[config.mk]
export PLATFORM = sky130hd
export DESIGN_NAME = mb16_booth_prep
export DESIGN_NICKNAME = d
export VERILOG_FILES = /design/src/rtl/mb16_booth_prep.sv
export SDC_FILE = /design/constraint.sdc
export NUM_CORES = 1
export LEC_CHECK = 0
export ABC_AREA = 0
export ABC_CLOCK_PERIOD_IN_PS = 2200
export CAP_MARGIN = 10
export CORE_MARGIN = 3
export CORE_UTILIZATION = 45
export CTS_CLUSTER_SIZE = 10
export DETAILED_ROUTE_END_ITERATION = 10
export PLACE_DENSITY = 0.81
export SLEW_MARGIN = 5
export SYNTH_ARGS = -nofsm -noshare
export SYNTH_HDL_FRONTEND = slang
export SYNTH_SLANG_ARGS = --single-unit
[constraint.sdc]
create_clock -name CLK -period 2.2 [get_ports CLK]
set_clock_uncertainty 0.2 [all_clocks]
set_input_delay 0.22 -clock CLK [delete_from_list [all_inputs] [get_ports CLK]]
set_output_delay 0.22 -clock CLK [all_outputs]
set_load 0.005 [all_outputs]
[src/rtl/mb16_booth_prep.sv]
// Operand preparation for the radix-8 Booth multiplier: weight digit encoding
// held until the next load, plus a 2-stage my / 3*my multiplicand pipeline.
module mb16_booth_prep #(
    parameter  int WIDTH     = 16,
    localparam int GROUP_CNT = (WIDTH >> 2) + 2
) (
    input  logic                 CLK,
    input  logic                 RST,
    input  logic                 w_load,
    input  logic [WIDTH-1:0]     x_in,
    output logic                 w_ready,
    output logic                 w_valid,
    output logic [GROUP_CNT-1:0] s,
    output logic [GROUP_CNT-1:0] d,
    output logic [GROUP_CNT-1:0] t,
    output logic [GROUP_CNT-1:0] q,
    output logic [GROUP_CNT-1:0] n,
    input  logic                 in_valid,
    input  logic [WIDTH-1:0]     y_in,
    output logic                 in_ready,
    output logic                 out_valid,
    input  logic                 out_ready,
    output logic [WIDTH-1:0]     my,
    output logic [WIDTH+1:0]     tmy
);
    localparam int EXT_W = 3 * GROUP_CNT + 1;

    logic               pending;
    logic [WIDTH-1:0]   x_reg;
    logic               v1;
    logic               v2;
    logic [WIDTH-1:0]   y1;
    logic               adv1;
    logic               adv2;
    logic               accept;
    logic [EXT_W-1:0]   ext;
    logic [3:0]         grp;
    logic [GROUP_CNT-1:0] s_nxt, d_nxt, t_nxt, q_nxt, n_nxt;
    logic [WIDTH+1:0]   ys;
    logic [WIDTH+1:0]   tmy_nxt;

    assign adv2      = !v2 || out_ready;
    assign adv1      = !v1 || adv2;
    assign in_ready  = adv1 && !pending;
    assign accept    = in_valid && in_ready;
    assign w_ready   = !v1 && !v2 && !accept;
    assign out_valid = v2;

    // Bit 0 is the implicit x[-1]=0, so group i reads ext[3i+3:3i].
    assign ext = {{(EXT_W - WIDTH - 1){x_reg[WIDTH-1]}}, x_reg, 1'b0};

    always_comb begin
        grp   = '0;
        s_nxt = '0;
        d_nxt = '0;
        t_nxt = '0;
        q_nxt = '0;
        n_nxt = '0;
        for (int i = 0; i < GROUP_CNT; i++) begin
            grp = ext[3*i +: 4];
            case (grp)
                4'b0001, 4'b0010: s_nxt[i] = 1'b1;
                4'b0011, 4'b0100: d_nxt[i] = 1'b1;
                4'b0101, 4'b0110: t_nxt[i] = 1'b1;
                4'b0111:          q_nxt[i] = 1'b1;
                4'b1000: begin q_nxt[i] = 1'b1; n_nxt[i] = 1'b1; end
                4'b1001, 4'b1010: begin t_nxt[i] = 1'b1; n_nxt[i] = 1'b1; end
                4'b1011, 4'b1100: begin d_nxt[i] = 1'b1; n_nxt[i] = 1'b1; end
                4'b1101, 4'b1110: begin s_nxt[i] = 1'b1; n_nxt[i] = 1'b1; end
                default: ;
            endcase
        end
    end

    assign ys      = {{2{y1[WIDTH-1]}}, y1};
    assign tmy_nxt = ys + {ys[WIDTH:0], 1'b0};

    always_ff @(posedge CLK) begin
        if (RST) begin
            pending <= 1'b0;
            x_reg   <= '0;
            w_valid <= 1'b0;
            s       <= '0;
            d       <= '0;
            t       <= '0;
            q       <= '0;
            n       <= '0;
            v1      <= 1'b0;
            v2      <= 1'b0;
            y1      <= '0;
            my      <= '0;
            tmy     <= '0;
        end else begin
            pending <= w_load && w_ready;
            if (w_load && w_ready)
                x_reg <= x_in;
            if (pending) begin
                s       <= s_nxt;
                d       <= d_nxt;
                t       <= t_nxt;
                q       <= q_nxt;
                n       <= n_nxt;
                w_valid <= 1'b1;
            end
            if (adv2) begin
                v2 <= v1;
                if (v1) begin
                    my  <= y1;
                    tmy <= tmy_nxt;
                end
            end
            if (adv1) begin
                v1 <= accept;
                if (accept)
                    y1 <= y_in;
            end
        end
    end
endmodule

# Word-level counts from Yosys, hierarchy flattened
# Cells that the tools add are included.
dict set report totals {
  regBits 100
  input_bits 37
  elab_cells 163
  output_inout_bits 68
}
dict set report op_classes {
  n_eq_ne 77
  n_reduce_logical 42
  n_mux 30
  n_addsub 1
}
# op n
set ops {}
lappend ops {{$eq A4 B4 Y1 const B} 35}
lappend ops {{$eq A4 B3 Y1 const B} 20}
lappend ops {{$reduce_or A4 Y1} 16}
lappend ops {{$eq A4 B2 Y1 const B} 10}
lappend ops {{$reduce_or A7 Y1} 5}
lappend ops {{$mux W1} 30}
lappend ops {{$eq A4 B1 Y1 const B} 5}
lappend ops {{$add A16 B17 Y18} 1}
lappend ops {{$reduce_or A2 Y1} 8}
lappend ops {{$eq A3 B3 Y1 const B} 4}
lappend ops {{$eq A3 B2 Y1 const B} 2}
lappend ops {{$logic_and A1 B1 Y1} 5}
lappend ops {{$logic_not A1 Y1} 4}
lappend ops {{$reduce_and A2 Y1} 2}
lappend ops {{$eq A3 B1 Y1 const B} 1}
lappend ops {{$logic_or A1 B1 Y1} 2}

# Depth between registers and ports, before layout
dict set report depth {
  word_depth 8
  depth_mapped 8
  mapped_depth_nobuf 8
}

# Worst setup path after synthesis
# Ideal clock, no wire load.
dict set report synth_timing {
  path_type {reg2reg}
  start {reg y1[1]}
  end {reg tmy[13]}
  t_required_ns 1.884
  path_slack_ns -0.015
  path_buffers 0
  arrival_ns 1.899
  synth_period_minus_slack_ns 2.215
  setup_ns 0.116
  path_stages_with_launch 9
  cell_sequence {dfxtp_1 ha_1 inv_1 fa_1 nor2b_1 o2111ai_1 nand3_1 or4b_1 o211a_1}
}
dict set report synth_via {
  elab_chain_cells 1
}
# item line
set synth_rtl {}
lappend synth_rtl {{start: declaration} 32} ;# logic [WIDTH-1:0] y1;
lappend synth_rtl {{start signal: assignment} 115} ;# y1 <= y_in;
lappend synth_rtl {{$add A16 B17 Y18} 76} ;# assign tmy_nxt = ys + {ys[WIDTH:0], 1'b0};
lappend synth_rtl {{end signal: assignment} 109} ;# tmy <= tmy_nxt;
lappend synth_rtl {{end: declaration} 24} ;# output logic [WIDTH+1:0] tmy
# Every way passes these cells.
# A chain may end at the register's enable or synchronous reset.

# Worst setup path after layout
dict set report layout_timing {
  start {reg y1[1]}
  end {reg tmy[15]}
}
# Same word-level chain as after synthesis.

==> run summary <==
HP Start = RST
switch share = 29.62%
P_leak = 0.002397 uW
CTS clk-pin slew, worst paths = 0.11 ns
fin crit period = 2.340 ns
width of the die = 105.9 um
worst vdd rail ir drop = 0.3142 mV
Sw Pwr = 1083 uW
Yosys warning count = 0
initial antenna violation count = 0
DR WL/cell = 15.25 um
combinational share of power = 18.4%
Port Buf Inserts = 101
RSZ-0062 raised after global routing = yes
fraction of layout cells with a size suffix above 1 = 14.48%
Synth area leader = dfxtp_1
Skew-Pair Late Insertion Delay = 0.36 ns
vias after detailed routing = 4308
status = finished, violations left
Post-synth top cells = nand2_1 (107), dfxtp_1 (95), a21oi_1 (74)
CTS max path bufs = 2
EDFF count, synth = 0
Tcrit/Tclk final = 106.3%
largest cells by area after synthesis = dfxtp_1 (42%), nand2_1 (8.9%), a21oi_1 (8.2%), ha_1 (4.5%), nor2_1 (4.3%)
CTS tree = built
Synth Instances = 549
Fin. Hold Viols = 0
Cells on Worst Hold Path = 2
Yosys cell types = 60
drt pass-1 iters = 5
maximum capacitance violations = 0
io pins = 105
standard-cell rows = 35
post-synthesis sequential area ratio = 42.36%
measured slew at the worst slew-check pin = 0.5088 ns
vias in the first global route = 4194
Placeable Area = 0.009459 mm2
largest net degree at the start of global routing = 46
final worst slack = -0.1397 ns
Worst Path Arrival = 2.39 ns
pre-CTS WS = -0.1596 ns
DR iter-0 viols = 138
post-synthesis cell area = 0.004489 mm2
WHS Endpoint = q[4]
Layout Nets = 726
reg2reg setup slack = -0.14 ns
Flop pwr share = 51.2%
relative slew slack = 65.79%
Slew Limit Fails = 0
R2R depth = 9
worst r2r src = y1[1]
Critical-path top delay cell = o31ai_1
Clk pwr share = 30.5%
CTS root buf = clkbuf_8
Synth Area per Inst = 8.177 um2
# setup viols final = 3
Max Clock Freq = 427.4 MHz
final wirelength = 12290 um
CP Max Fanout = 4
grt ovf = 0
Initial Util = 47.46%
P per Cell Area = 590.5 mW/mm2
ys flop type = dfxtp_1
r2r endpoint = tmy[15]
required time of the critical path = 2.25 ns
CP max stage delay = 0.44 ns
Num CTS Buffers = 9
CP Cell Sequence = ha_4, inv_2, fa_2, nand2b_1, a21oi_1, o31ai_1, buf_4, o41ai_1, a211o_1
DIE HEIGHT = 105.9 um
global-route wire length before repair = 19970 um
number of synthesized register bits = 95
Layout area overhead = 37.96%
CP endpoint kind = register
Min-Delay Path Class = in -> reg
Antenna Violating Nets Remaining = 0
design area = 0.006193 mm2
die area = 0.01121 mm2
H-tree depth = 3
Async SR Flop Fraction = 0%
failing checks = setup timing
DP Area = 0.005799 mm2
Pint = 2574 uW
placer congestion estimate = 0.8854
overall routing resource usage = 21.76%
Final Total Pwr = 3657 uW
Synth top area share = 42.36%
Antenna Cells = 0
DR vias/cell = 5.345
critical path class = reg -> reg
detailed-placement wirelength estimate = 8748 um
CTS Hold Bufs = 0
clock sinks = 95
cell with the most instances after synthesis = nand2_1
DRC violations left = 0
Worst setup SP type = register
Critical Path Source = y1[1]
[repair_timing]
item                                    in CTS  in global routing
gates resized for setup                     15                 22
endpoints found under the setup margin       4                 11
buffers inserted                             9                  1
pin swaps                                    5                  5
[power groups by stage]
| stage | sequential, uW | clock [uW] | combinational (uW) |
|---|---|---|---|
| floorplan | 1880 | 0 | 349 |
| global placement | 1900 | 0 | 626 |
| detailed placement | 1910 | 0 | 635 |
| CTS | 1870 | 1140 | 651 |
| global route | 1880 | 1210 | 739 |
| finish | 1870 | 1110 | 672 |
[layout make-up]
cell class	count	area, um2
Fill cell	778	3266
Multi-Input combinational cell	405	2485
Sequential cell	95	1909
Timing Repair Buffer	151	1414
Tap cell	129	161.4
Clock buffer	9	123.9
Clock inverter	7	62.56
Inverter	10	37.54
[placed cells by master (no fill, tap or decap), drive strengths merged, types with 10 or more instances in the layout]
master	synthesis	layout
nand2	108	108
clkdlybuf4s50	0	99
dfxtp	95	95
a21oi	74	74
nor2	52	52
buf	23	51
nand3	20	20
mux2i	19	19
ha	16	16
a211oi	14	14
inv	10	14
nand3b	10	10
[worst max-delay path, delay by kind of cell, from the launching register on]
| kind | cells | cell delay, ns |
|---|---|---|
| AOI/OAI and AO/OA | 4 | 0.84 |
| and+or+nand+nor | 1 | 0.15 |
| DFF | 1 | 0.38 |
| adders and majority gates | 2 | 0.40 |
| buffers and inverters | 2 | 0.26 |
[layer usage]
metal	wire [um]	up-vias	global-route usage, %	part of all wire, %
met5	0	-	0	0
met4	199	0	6.568	1.6
met3	842	22	6.001	6.9
met2	6060	129	36.84	49
met1	5186	2015	26.94	42
li1	-	2142	-	-
[per-stage QoR]
stage,utilization [%],setup TNS (ns),hold WS (ns),std cells
global route,65.48,-0.6622,0.08960,806
floorplan,-,0,0.1560,551
finish,65.48,-0.2221,0.08232,806
CTS,64.59,-0.05288,0.05855,806
global placement,61.31,-0.06873,0.2410,781
detailed placement,61.31,-0.2351,0.2436,781
[worst max path at each step]
stage / slack (ns) / end / cells after the start
after floorplan: 0.02 / tmy[13] / 8
after global placement: -0.07 / tmy[13] / 8
after detailed placement: -0.16 / tmy[13] / 8
after CTS: -0.05 / tmy[13] / 8
after global routing: -0.17 / tmy[15] / 9
final: -0.14 / tmy[15] / 9
[logic make-up after synthesis]
family / after synthesis / share of synthesized area, %
AO/OA/AOI/OAI: 128 / 18.14
XOR/XNOR: 12 / 2.341
adder cells (fa/ha/maj): 17 / 4.905
buffers and inverters: 51 / 5.184
flip-flops: 95 / 42.36
multiplexers: 19 / 4.236
other: 1 / 0.08353
AND/OR/NAND/NOR: 226 / 22.74
(Power assumes the default switching activity.)
==> RTL edit (same settings) <==
Set the parameter `WIDTH` to 18 (it was 16).
--- a/src/rtl/mb16_booth_prep.sv
+++ b/src/rtl/mb16_booth_prep.sv
@@ -2,5 +2,5 @@
 // held until the next load, plus a 2-stage my / 3*my multiplicand pipeline.
 module mb16_booth_prep #(
-    parameter  int WIDTH     = 16,
+    parameter  int WIDTH     = 18,
     localparam int GROUP_CNT = (WIDTH >> 2) + 2
 ) (
Ports: changed (resized my, tmy, x_in and y_in); port bits go from 105 to 113. The function was not compared with the original's and may differ.
==> RTL edit against the original RTL <==
The run still ends with negative setup slack left. Hold slack better by 23 ps. Power is 4.8% higher. Design area is 6.0% higher. Routed wire length is 2.8% higher. Sequential cell count is 11 higher. Setup slack better by 52 ps. Area after synthesis is 9.3% higher. First-iteration DRC count is 64% higher. Critical path type unchanged. Critical endpoint is now tmy[13]. Largest cell class unchanged.
==> RTL edit: results (changes against the original RTL) <==
| Metric | Value |
|---|---|
| Worst path max stage delay | `420 ps (was 440 ps)` |
| Final WL | `12600 µm (was 12300 µm)` |
| Routability cong. | `0.898 (was 0.885)` |
| Drt via density | `5.32 (was 5.34)` |
| Final-stage net count | `788 (was 726)` |
| Met2 wire len | `6120 µm (was 6060 µm)` |
| Failing checks | `negative setup slack (unchanged)` |
| Place WS | `-114 ps (was -160 ps)` |
| Vias in the first global route | `4378 (was 4194)` |
| Mapped Avg Cell Area | `7.97 µm² (was 8.18 µm²)` |
| Peak supply drop | `0.337 mV (was 0.314 mV)` |
| M1 WL | `5450 µm (was 5190 µm)` |
| Status | `finished, violations left (unchanged)` |
| Fin worst setup slack | `-87.5 ps (was -140 ps)` |
| Crit path max-delay cell type | `or4_4 (was o31ai_1)` |
| Final setup violation count | `2 (was 3)` |
| First-pass GRT wire length | `20700 µm (was 20000 µm)` |
| Layout cells sized above 1 | `11.1% (was 14.5%)` |
| Iter 0 DRT Violations | `226 (was 138)` |
| Largest net degree at the start of global routing | `60 (was 46)` |
| Met3 wire length | `883 µm (was 842 µm)` |
| Worst slew margin | `54.3% (was 65.8%)` |
| Pleak | `2.41 nW (was 2.40 nW)` |
| Distinct cells, synth | `49 (was 60)` |
| Delay-heaviest family, CP | `simple AND/OR/NAND/NOR gates (was compound AO/OA/AOI/OAI gates)` |
| Area after DPL | `6220 µm² (was 5800 µm²)` |
| Met1 usage | `25.1% (was 26.9%)` |
| Post-synth top cells | `nand2_1, dfxtp_1, a21oi_1 (unchanged)` |
| DP HPWL | `8630 µm (was 8750 µm)` |
-- RTL edit: cell count changes after synthesis, sizes merged, moves of 10 or more --
cell / delta
nand2: +25
dfxtp: +11
buf: -10
mux2i: -14
nand2b: +18
a21oi: +27
-- RTL edit: layout make-up --
type | instances | area, µm²
Tap cell | 136 | 170
Inverter | 6 | 22.5
Clock inverter | 3 | 15.0
Fill cell | 888 | 3900
Timing Repair Buffer | 142 | 1360
Clock buffer | 11 | 153
Sequential cell | 106 | 2140
Multi-Input combinational cell | 464 | 2710
-- RTL edit: path summary, 6_finish.rpt --
kind / startpoint / to / slack, ps / depth (start not counted)
max: y1[1] / tmy[13] / -90 / 9
min: RST / tmy[5] / 110 / 2
max reg2reg: y1[1] / tmy[13] / -90 / 9
min reg2reg: tmy[4] / tmy[4] / 260 / 2
-- RTL edit: worst reg2reg max path, stage by stage (launching register included) --
cell,delay [ps]
dfxtp_4,390
ha_4,150
inv_2,40
fa_2,360
nor2b_4,140
o31a_4,180
o31ai_4,60
o21a_1,220
or4_4,420
nand3_2,80
-- RTL edit: cells by family after synthesis --
family,Yosys count,share of synthesized area (%)
simple gates,262,23.8
compound gates,161,19.3
flops,106,43.2
buf+inv,46,4.61
xor+xnor,18,3.21
fa+ha+maj,18,4.74
mux,5,1.02
-- RTL edit: repair_timing --
item	4_1_cts	5_1_grt
gates resized for setup	10	24
setup endpoints to repair	9	11
buffers inserted	0	4
endpoints found under the hold margin	0	0
gates cloned	0	0
pin swaps	5	9
-- RTL edit: power breakdown --
group	leakage [nW]	internal [mW]	total [mW]	switching, mW
Combinational	1.46	0.327	0.645	0.318
Clock	0.0899	0.464	1.11	0.641
Sequential	0.866	2.00	2.08	0.0833
